===== src/rtl/fifo_sync_flags.sv =====
// rtl/fifo_sync_flags.sv - single-clock FIFO with selectable read mode, occupancy count and status flags
//
// Parameters:
//   DEPTH       number of entries (power of 2, >= 2)
//   DATA_WIDTH  width of each entry in bits
//   FWFT        0 = registered read (data one cycle after rden)
//               1 = first-word-fall-through (head shown on o_data)
//   AF_THRESH   almost_full when count >= AF_THRESH (1..DEPTH)
//   AE_THRESH   almost_empty when count <= AE_THRESH (0..DEPTH-1)
//
// Ports:
//   clk           clock, all state updates on the rising edge
//   rst           asynchronous active-high reset
//   clr           synchronous flush: empties the FIFO and clears error flags
//   wren, i_data  write request and write data
//   rden          read request (pops the head in FWFT mode)
//   o_data        read data
//   o_valid       o_data holds valid read data
//   full, empty   count == DEPTH / count == 0
//   almost_full   count >= AF_THRESH
//   almost_empty  count <= AE_THRESH
//   count         current occupancy, 0..DEPTH
//   overflow      sticky: write attempted while full
//   underflow     sticky: read attempted while empty

module fifo_sync_flags #(
    parameter int DEPTH      = 8,
    parameter int DATA_WIDTH = 8,
    parameter int FWFT       = 0,
    parameter int AF_THRESH  = DEPTH - 2,
    parameter int AE_THRESH  = 1
) (
    input  logic                    clk,
    input  logic                    rst,
    input  logic                    clr,
    input  logic                    wren,
    input  logic [DATA_WIDTH-1:0]   i_data,
    input  logic                    rden,
    output logic [DATA_WIDTH-1:0]   o_data,
    output logic                    o_valid,
    output logic                    full,
    output logic                    empty,
    output logic                    almost_full,
    output logic                    almost_empty,
    output logic [$clog2(DEPTH):0]  count,
    output logic                    overflow,
    output logic                    underflow
);

    localparam int AW = $clog2(DEPTH);
    localparam int CW = AW + 1;

    localparam logic [AW-1:0] PTR_ONE = AW'(1);
    localparam logic [CW-1:0] CNT_ONE = CW'(1);
    localparam logic [CW-1:0] CNT_MAX = CW'(DEPTH);
    localparam logic [CW-1:0] AF_LVL  = CW'(AF_THRESH);
    localparam logic [CW-1:0] AE_LVL  = CW'(AE_THRESH);

    // ------------------------------------------------------------------
    // Elaboration-time parameter checks
    // ------------------------------------------------------------------
    if ((DEPTH < 2) || ((DEPTH & (DEPTH - 1)) != 0)) begin : g_bad_depth
        $error("fifo_sync_flags: DEPTH must be a power of 2 and >= 2");
    end
    if ((AF_THRESH < 1) || (AF_THRESH > DEPTH)) begin : g_bad_af
        $error("fifo_sync_flags: AF_THRESH must be in 1..DEPTH");
    end
    if ((AE_THRESH < 0) || (AE_THRESH > DEPTH - 1)) begin : g_bad_ae
        $error("fifo_sync_flags: AE_THRESH must be in 0..DEPTH-1");
    end
    if ((FWFT != 0) && (FWFT != 1)) begin : g_bad_fwft
        $error("fifo_sync_flags: FWFT must be 0 or 1");
    end

    // ------------------------------------------------------------------
    // Storage and state
    // ------------------------------------------------------------------
    logic [DATA_WIDTH-1:0] mem [DEPTH];
    logic [AW-1:0]         wptr;
    logic [AW-1:0]         rptr;
    logic [CW-1:0]         cnt_q;
    logic                  ovf_q;
    logic                  unf_q;

    // Flags are pure compares of the registered count, so they only ever
    // change just after a clock edge.
    assign full         = (cnt_q == CNT_MAX);
    assign empty        = (cnt_q == '0);
    assign almost_full  = (cnt_q >= AF_LVL);
    assign almost_empty = (cnt_q <= AE_LVL);
    assign count        = cnt_q;
    assign overflow     = ovf_q;
    assign underflow    = unf_q;

    // Acceptance uses this cycle's flags only: a simultaneous read does not
    // make room for a write when full, and a simultaneous write does not
    // supply data for a read when empty. A flush suppresses both.
    logic wr_ok;
    logic rd_ok;
    assign wr_ok = wren & ~full  & ~clr;
    assign rd_ok = rden & ~empty & ~clr;

    // Memory is intentionally not reset; pointers alone define validity.
    always_ff @(posedge clk) begin
        if (wr_ok && !rst) begin
            mem[wptr] <= i_data;
        end
    end

    always_ff @(posedge clk or posedge rst) begin
        if (rst) begin
            wptr  <= '0;
            rptr  <= '0;
            cnt_q <= '0;
            ovf_q <= 1'b0;
            unf_q <= 1'b0;
        end else if (clr) begin
            wptr  <= '0;
            rptr  <= '0;
            cnt_q <= '0;
            ovf_q <= 1'b0;
            unf_q <= 1'b0;
        end else begin
            if (wr_ok) begin
                wptr <= wptr + PTR_ONE;
            end
            if (rd_ok) begin
                rptr <= rptr + PTR_ONE;
            end
            case ({wr_ok, rd_ok})
                2'b10:   cnt_q <= cnt_q + CNT_ONE;
                2'b01:   cnt_q <= cnt_q - CNT_ONE;
                default: cnt_q <= cnt_q;
            endcase
            if (wren && full) begin
                ovf_q <= 1'b1;
            end
            if (rden && empty) begin
                unf_q <= 1'b1;
            end
        end
    end

    // ------------------------------------------------------------------
    // Read path
    // ------------------------------------------------------------------
    if (FWFT == 0) begin : g_reg_read
        // Data and valid land together one edge after an accepted read;
        // o_data keeps its last value when no read is accepted.
        always_ff @(posedge clk or posedge rst) begin
            if (rst) begin
                o_data  <= '0;
                o_valid <= 1'b0;
            end else if (clr) begin
                o_data  <= '0;
                o_valid <= 1'b0;
            end else if (rd_ok) begin
                o_data  <= mem[rptr];
                o_valid <= 1'b1;
            end else begin
                o_valid <= 1'b0;
            end
        end
    end else begin : g_fwft_read
        // Head entry is shown directly. While empty the output is forced to
        // zero so stale or never-written memory never leaks out, which also
        // gives a clean zero on reset.
        assign o_valid = ~empty;
        assign o_data  = empty ? '0 : mem[rptr];
    end

endmodule


===== config.mk =====
export PLATFORM = sky130hd
export DESIGN_NAME = fifo_sync_flags
export DESIGN_NICKNAME = d
export VERILOG_FILES = /design/src/rtl/fifo_sync_flags.sv
export SDC_FILE = /design/constraint.sdc
export NUM_CORES = 1
export LEC_CHECK = 0
export CELL_PAD_IN_SITES_DETAIL_PLACEMENT = 0
export CELL_PAD_IN_SITES_GLOBAL_PLACEMENT = 2
export CORE_MARGIN = 2
export CORE_UTILIZATION = 43
export DETAILED_ROUTE_END_ITERATION = 12
export PLACE_DENSITY_LB_ADDON = 0.2
export RECOVER_POWER = 100
export SYNTH_ARGS = -nofsm -noshare
export SYNTH_HDL_FRONTEND = slang
export SYNTH_SLANG_ARGS = --single-unit

===== constraint.sdc =====
create_clock -name clk -period 5.1 [get_ports clk]
set_input_delay 1.02 -clock clk [delete_from_list [all_inputs] [get_ports clk]]
set_output_delay 1.02 -clock clk [all_outputs]
set_load 0.02 [all_outputs]

Word level (Yosys, flattened, before mapping)

Memory sizes are Yosys's and may differ from the RTL's.
Cells that the tools add are included.

Add/sub/neg operators: 4
$mul: 0
Divide/modulo/power cells: 0
Magnitude comparators: 2
Equal/unequal tests: 3
Shift operators: 0
Muxes and demuxes: 16
Bitwise operators: 7
Reduce and logical (&&, ||, !) cells: 10

Operators by type and width:

| kind                                                                                 | count |
|---|---|
| 8-bit two-way mux                                                                    | 2 |
| 3-bit two-way mux                                                                    | 4 |
| 1-bit two-way mux                                                                    | 8 |
| 4-bit one-hot mux with 2 select lines                                                | 1 |
| 2-bit nonzero test                                                                   | 4 |
| 3-bit by 1-bit adder with 3-bit output (second input constant)                       | 2 |
| 4-bit by 1-bit adder with 4-bit output (second input constant)                       | 1 |
| 1-bit AND                                                                            | 4 |
| 4-bit equality test (second input constant)                                          | 1 |
| 4-bit by 3-bit greater-or-equal comparator with 1-bit output (second input constant) | 1 |
| 4-bit by 1-bit less-or-equal comparator with 1-bit output (second input constant)    | 1 |
| 4-bit zero test                                                                      | 1 |
| 4-bit two-way mux                                                                    | 1 |
| 4-bit by 1-bit subtractor with 4-bit output (second input constant)                  | 1 |
| 1-bit logical AND                                                                    | 3 |
| 1-bit NOT                                                                            | 3 |
| 3-bit nonzero test                                                                   | 1 |
| 2-bit by 1-bit equality test with 1-bit output (second input constant)               | 1 |
| 2-bit equality test (second input constant)                                          | 1 |
| 1-bit zero test                                                                      | 1 |

Flip-flop bits (word level): 21
Bits in latches: 0
Bits in writable memories: 64
Bits in read-only memories: 0
Bits of input ports: 13
Output and inout port bits: 19
Logic and storage cells: 50
Memories kept: 1

Memories:

| memory | words | bits a word | read ports | clocked after memory_dff | wr ports | RTL line | source |
|---|---|---|---|---|---|---|---|
| mem    | 8     | 8           | 1          | 0                        | 1        | 78       | `logic [DATA_WIDTH-1:0] mem [DEPTH];` |

Depth between registers and ports, before layout

Gate-level depths: netlist (run 1).

Depth after elaboration: 7
Gate-level depth with buffers: 9
Mapped depth without buffers: 7

Worst setup path before layout (run 1)

Ideal clock, no wire load.

Path type: reg-to-reg
From: register cnt_q[0] (netlist: count[0])
To: memory mem[0][0] (enable)
Setup time: 0.383 ns
Data arrival time: 2.225 ns
Required time: 4.717 ns
Slack: 2.492 ns
Stages on the path, launching flop included: 9
Path buffers: 1
Clock period less this slack: 2.608 ns
Cells stage by stage: dfrtp_1 > inv_1 > ha_1 > buf_2 > nand3b_1 > inv_1 > nor3_1 > nand2b_1 > nor3_1

Word-level cells in the longest chain between the ends: 7

RTL lines:

| element                                 | RTL line | source |
|---|---|---|
| start, declared                         | 81       | `logic [CW-1:0] cnt_q;` |
| start signal, assigned                  | 131      | `2'b10: cnt_q <= cnt_q + CNT_ONE;` |
| start signal, assigned                  | 132      | `2'b01: cnt_q <= cnt_q - CNT_ONE;` |
| start signal, assigned                  | 133      | `default: cnt_q <= cnt_q;` |
| 4-bit equality test                     | 87       | `assign full = (cnt_q == CNT_MAX);` |
| net full                                | 41       | `output logic full,` |
| 1-bit NOT                               | 100      | `assign wr_ok = wren & ~full & ~clr;` |
| 1-bit AND (2 in series)                 | 100      |  |
| 1-bit logical AND                       | 105      | `if (wr_ok && !rst) begin` |
| 1-bit two-way mux                       | 105      |  |
| 1-bit two-way mux (implied by the code) | 106      | `mem[wptr] <= i_data;` |
| end, declared                           | 78       |  |

The timed path passes the listed nets, and every way through them passes these cells.

Worst setup path after layout (run 1)

From: register cnt_q[1] (netlist: count[1])
To: output port empty

Word-level cells in the longest chain between the ends: 1

RTL lines:

| element         | RTL line | source |
|---|---|---|
| 4-bit zero test | 88       | `assign empty = (cnt_q == '0);` |
| end, declared   | 42       | `output logic empty,` |

No other way between the ends.

==> qor.yml, run 1 <==
status:
  status: "complete, no violations"
power:
  leakage_nw: 1.44
  power.density_nw_per_um2: 434
  p_clk_frac: 0.241
  switching_power_mw: 0.613
  intPower_mw: 1.19
  pwr-share-comb: 0.291
  power_mw: 1.80
  peakVddDrop_mv: 0.177
  seq_power_share: 0.468
  switching_share: 0.341
synth:
  synthMuxAreaShare: 0.0949
  ys.flop_type: "edfxtp_1"
  async_reset_ff_frac: 0.247
  synthSimpleGateAreaFrac: 0.101
  synth_edf_count: 64
  yosys_warnings: 0
  synth_xor_area_frac: 0.0122
  synth_top_area_cell: "edfxtp_1"
  ys_seq_area_frac: 0.680
  ys_ff_latch: 85
  ys_types: 35
  synthesis.area_um2: 3600
  synth_top_family_by_area: "simple AND/OR/NAND/NOR gates"
  synth_nets: 278
  synth_top_area_share: 0.534
  synthTopCellsByArea: "edfxtp_1 53%, dfrtp_1 15%, mux2i_1 9.2%"
  synth_compound_area_frac: 0.0612
  synth_fa_ha_area_frac: 0.0209
  avgSynthCellArea_um2: 13.9
  syn_inst: 259
clock_network:
  clk_latency_ps: 350
  cts_resized: 0
  cts_buffers: 9
  clock_path_buffers: 2
  cts_tree: "built"
  cts_setup_buffers: 0
  cts-root-buf: "clkbuf_8"
  hold_buffers: 0
  clkSinkCount: 85
  htree_num_levels: 3
  cts.clk_slew.worst_paths_ps: 90
layout:
  final_common_cell: "edfxtp_1"
  layout_common_cells: "64 x edfxtp_1, 33 x mux2i_1, 30 x dlygate4sd3_1"
  area_growth_pct: 15.2
  layout-drive-gt1-share: 0.0785
  fin_util: 0.507
  diodes: 0
  finalNonFillerCells: 398
  final_nets: 307
  final_area_um2: 4150
die:
  die_w_um: 95.5
  start_util: 0.440
  core.rowCount: 33
  io_pins: 32
  die_y_um: 95.5
  die-area_um2: 9120
  core_um2: 8180
grt:
  track_usage: 0.176
  grt_pass1_vias: 2009
  grt_first_pass_wirelength_mm: 11.4
  antenna_found_initial: 0
  grt_overflow: 0
  grt_max_degree: 35
worst_hold_path:
  whs_path_depth: 2
  hold_class: "reg2reg"
place:
  place_ws_ps: 1580
  dp_hpwl_mm: 5.03
  place_congestion: 0.719
  dp_cells: 382
  port_buffers: 31
  dpl-instance-area_um2: 3980
critical_path:
  worstSetupPathType: "reg2out"
  arrival_ps: 2570
  ff2ff_path_depth: 7
  worst-path-buf-inv: 3
  start_kind: "flip-flop"
  cp_common_cell: "inv_1"
  path_max_fanout: 9
  path_delay_family: "buffers and inverters"
  max_stage_delay_ps: 680
  worstSetupEndpointType: "primary output"
  cp_cell_sequence: "inv_1, ha_1, or3b_1, inv_1, dlygate4sd3_1"
  path_depth: 5
  crit_path_top_delay_cell: "dlygate4sd3_1"
  cp.required_ps: 4080
drt:
  drt-total-wl_mm: 7.34
  routedWlPerCell_um: 18.4
  vias_per_cell: 5.25
  via_count: 2090
  drt_iter0_drc: 103
  drc: 0
  ant_nets: 0
  firstDrtPassIters: 5
sta:
  max_freq_ghz: 0.278
  drv_slew: 0
  relSlewSlack: 0.352
  skew_ps: 8.68
  rsz0062_at_grt: "false"
  tightest_slew_ps: 965
  hold_ws_ps: 506
  finalCriticalPeriod_ps: 3590
  finalHoldViolCount: 0
  setup_ws_ps: 1510
  finalSetupTns_ps: 0
  setup_viol: 0
  finalCritPeriodShare: 0.705
flow_run:
  max-cap-violations: 0
worst min-delay path, stage by stage (launching register included):
cell,delay (ps)
dfrtp_1,350
a21oi_1,40
nor2_1,70
cells by family (layout without fill, tap and decap cells):
| group | after synthesis | after routing |
|---|---|---|
| multiplexers | 34 | 34 |
| AO/OA/AOI/OAI | 33 | 33 |
| XOR/XNOR | 5 | 5 |
| flip-flops | 85 | 85 |
| AND/OR/NAND/NOR | 74 | 74 |
| buffers and inverters | 22 | 56 |
| adder cells (fa/ha/maj) | 6 | 6 |
metal layers:
metal / wire length, um / GRT usage
met1: 3540 / 0.252
met2: 3450 / 0.272
met3: 267 / 0.0403
met4: 76 / 0.0500
met5: 0 / 0
worst paths after layout:
| check | startpoint | to | slack [ps] |
|---|---|---|---|
| max in group asynchronous | rst | rptr[2] | 3280 |
| hold reg to reg | underflow | underflow | 510 |
| setup / recovery | count[1] | empty | 1510 |
| hold / removal | underflow | underflow | 510 |
| min in group asynchronous | rst | underflow | 1300 |
| setup reg to reg | count[1] | mem[0][0] | 2180 |
synth_stat cells, types with 4 or more instances:
master     n
a21oi_1    7
buf_2      6
clkbuf_1   4
dfrtp_1   21
edfxtp_1  64
ha_1       6
inv_1      6
mux2i_1   33
nand2_1    9
nand2b_1   7
nor2_1    25
nor3_1    20
o22ai_1   17
state kept, by name, summed over array words and instances (netlist names):
| name | cells |
|---|---|
| count | 4 |
| mem | 64 |
| o_data | 8 |
| o_valid | 1 |
| overflow | 1 |
| rptr | 3 |
| underflow | 1 |
| wptr | 3 |
power by group through the flow:
stage          combinational [mW]  clock (mW)  sequential [mW]
2_1_floorplan               0.335           0            0.891
3_3_place_gp                0.561           0            0.859
3_5_place_dp                0.560           0            0.861
4_1_cts                     0.562       0.443            0.846
5_1_grt                     0.576       0.476            0.852
6_report                    0.524       0.435            0.842
area by class of cell:
class / instances / area (um2)
clock inverters: 7 / 55.1
fillers: 725 / 4030
flip-flops and latches: 85 / 2450
clock buffers: 9 / 124
inverters: 6 / 22.5
multi-input cells: 152 / 1040
well taps: 105 / 131
repair buffers: 34 / 329
(Power assumes the default switching activity.)
==> inputs of run 2 (changes only) <==
--- a/config.mk
+++ b/config.mk
@@ -8,7 +8,7 @@
 export CELL_PAD_IN_SITES_DETAIL_PLACEMENT = 0
 export CELL_PAD_IN_SITES_GLOBAL_PLACEMENT = 2
 export CORE_MARGIN = 2
-export CORE_UTILIZATION = 43
+export CORE_UTILIZATION = 36
 export DETAILED_ROUTE_END_ITERATION = 12
 export PLACE_DENSITY_LB_ADDON = 0.2
 export RECOVER_POWER = 100
==> constraint.sdc (replaced) <==
create_clock -name clk -period 3.3 [get_ports clk]
set_input_delay 0.66 -clock clk [delete_from_list [all_inputs] [get_ports clk]]
set_output_delay 0.66 -clock clk [all_outputs]
set_load 0.02 [all_outputs]
==> run 2 against run 1 <==
Net effect:
- via count rose by 0.91%
- wire length rose by 1.7%
- non-clock buffer count rose by 9
- power rose by 58%
==> qor.yml, run 2 (synthesis gave the netlist of run 1 again) <==
status:
  status: "complete, no violations"
place:
  place_congestion: 0.712  # -0.99%
  dpl-instance-area_um2: 4080  # +2.6%
  dp_cells: 419  # +9.7%
  port_buffers: 31  # unchanged
  dp_hpwl_mm: 5.07  # +0.82%
sta:
  drv_slew: 0  # unchanged
  finalHoldViolCount: 0  # unchanged
  rsz0062_at_grt: "false"
  tightest_slew_ps: 822  # -143 ps
  max_freq_ghz: 0.320
  finalCriticalPeriod_ps: 3130
  finalSetupTns_ps: 0  # unchanged
  setup_viol: 0  # unchanged
  finalCritPeriodShare: 0.948
  relSlewSlack: 0.452  # +0.0996
  skew_ps: 12.5  # +3.78 ps
layout:
  largest_reg_flops: 64  # unchanged
  diodes: 0  # unchanged
  final_nets: 316  # +2.9%
  fillers: 948  # +31%
  regMostFlops: "mem"
  multi_input_area_um2: 1040  # +0.36%
  area_growth_pct: 17.7
  fin_util: 0.436  # -0.0715
  finalNonFillerCells: 435  # +9.3%
  biggestRegsByFlops: "mem x64, o_data x8, count x4"
  seqCellArea_um2: 2450  # unchanged
  layout_common_cells: "64 x edfxtp_1, 33 x mux2i_1, 28 x dlygate4sd3_1"
  final_common_cell: "edfxtp_1"
  final_area_um2: 4240  # +2.2%
  layout-drive-gt1-share: 0.0795  # +0.000972
power:
  intPower_mw: 1.86  # +57%
  switching_share: 0.346  # +0.00544
  pwr-share-comb: 0.288  # -0.003
  p_clk_frac: 0.257  # +0.016
  power_mw: 2.85  # +58%
  leakage_nw: 1.46  # +1.7%
  power.density_nw_per_um2: 672  # +55%
  peakVddDrop_mv: 0.256  # +45%
  seq_power_share: 0.455  # -0.013
  switching_power_mw: 0.985  # +61%
critical_path:
  worstSetupEndpointType: "primary output"
  path_delay_family: "buffers and inverters"
  path_max_fanout: 9  # unchanged
  cp_cell_sequence: "inv_1, ha_1, or3b_1, inv_1, clkdlybuf4s50_1"
  arrival_ps: 2470  # -100 ps
  cp_common_cell: "inv_1"
  worstSetupPathType: "reg2out"
  start_kind: "flip-flop"
  cp.required_ps: 2640  # -1440 ps
  max_stage_delay_ps: 610  # -70 ps
  crit_path_top_delay_cell: "clkdlybuf4s50_1"
  worst-path-buf-inv: 3  # unchanged
die:
  die_y_um: 104  # +8.9%
  die-area_um2: 10800  # +19%
  io_pins: 32  # unchanged
  core_um2: 9730  # +19%
  start_util: 0.370  # -0.0703
  core.rowCount: 36  # +9.1%
  die_w_um: 104  # +8.9%
drt:
  drc: 0  # unchanged
  vias_per_cell: 4.85  # -7.7%
  ant_nets: 0  # unchanged
  routedWlPerCell_um: 17.2  # -6.9%
  drt_iter0_drc: 98  # -4.9%
  firstDrtPassIters: 4  # -1
  via_count: 2109  # +0.91%
  drt-total-wl_mm: 7.46  # +1.7%
grt:
  grt_first_pass_wirelength_mm: 11.9  # +4.0%
  grt_overflow: 0  # unchanged
  grt_pass1_vias: 2092  # +4.1%
  antenna_found_initial: 0  # unchanged
  grt_max_degree: 35  # unchanged
  track_usage: 0.147  # -0.0295
clock_network:
  clkSinkCount: 85  # unchanged
  cts.clk_slew.worst_paths_ps: 100  # about the same
  htree_num_levels: 3  # unchanged
  clk_latency_ps: 360  # about the same
  cts_tree: "built"
  clock_path_buffers: 2  # unchanged
  cts_resized: 0  # unchanged
  hold_buffers: 0  # unchanged
  cts_setup_buffers: 0  # unchanged
  cts_buffers: 9  # unchanged
  cts-root-buf: "clkbuf_8"
flow_run:
  max-cap-violations: 0  # unchanged
worst_hold_path:
  hold_class: "reg2reg"
## run 2: cell types whose count changed in the layout (fill, tap and decap cells not counted)
| cell | change |
|---|---|
| inv_6 | -2 |
| clkinv_8 | +1 |
| clkbuf_1 | +9 |
| clkinv_2 | -1 |
| or4b_1 | -1 |
| clkinvlp_4 | -1 |
| clkdlybuf4s50_1 | +2 |
| or4b_4 | +1 |
| inv_8 | +3 |
| dlygate4sd3_1 | -2 |
## run 2: worst paths after layout
kind / slack (ps) / from / endpoint / depth (start not counted)
max: 170 / count[0] / empty / 5
min: 500 / underflow / underflow / 2
max reg2reg: 670 / count[0] / mem[1][5] / 8
min reg2reg: 500 / underflow / underflow / 2
max in group asynchronous: 1870 / rst / rptr[0] / 2
min in group asynchronous: 920 / rst / count[2] / 2
## run 2: power groups by stage
stage          combinational, mW  sequential, mW  clock, mW
2_1_floorplan              0.518            1.38          0
3_3_place_gp               0.882            1.32          0
3_5_place_dp               0.870            1.32          0
4_1_cts                    0.873            1.30      0.749
5_1_grt                    0.896            1.31      0.809
6_report                   0.821            1.30      0.731
## run 2: through the flow
| step | hold slack (ps) | setup WS, ps |
|---|---|---|
| 6_report | 501 | 171 |
| 5_1_grt | 529 | 46.0 |
| 4_1_cts | 512 | 117 |
| 3_5_place_dp | 488 | 524 |
| 3_3_place_gp | 479 | 595 |
| 2_1_floorplan | 544 | 692 |
## run 2: area by class of cell
| type | instances | area share |
|---|---|---|
| clock buffers | 9 | 0.0292 |
| well taps | 133 | 0.0393 |
| multi-input cells | 152 | 0.245 |
| flip-flops and latches | 85 | 0.578 |
| repair buffers | 43 | 0.0856 |
| clock inverters | 7 | 0.0177 |
| inverters | 6 | 0.00531 |
## run 2: worst register-to-register path: cells and delay by family (launching register included)
kind | cells | cell delay (ps)
simple gates | 4 | 850
buf+inv | 3 | 620
fa+ha+maj | 1 | 320
flops | 1 | 490
## run 2: metal layers
metal | share of wire | up-vias | wire (um) | track usage
li1 | - | 1041 | - | -
met1 | 0.50 | 1007 | 3760 | 0.224
met2 | 0.44 | 50 | 3290 | 0.207
met3 | 0.041 | 11 | 305 | 0.0269
met4 | 0.015 | 0 | 115 | 0.0550
met5 | 0 | - | 0 | 0
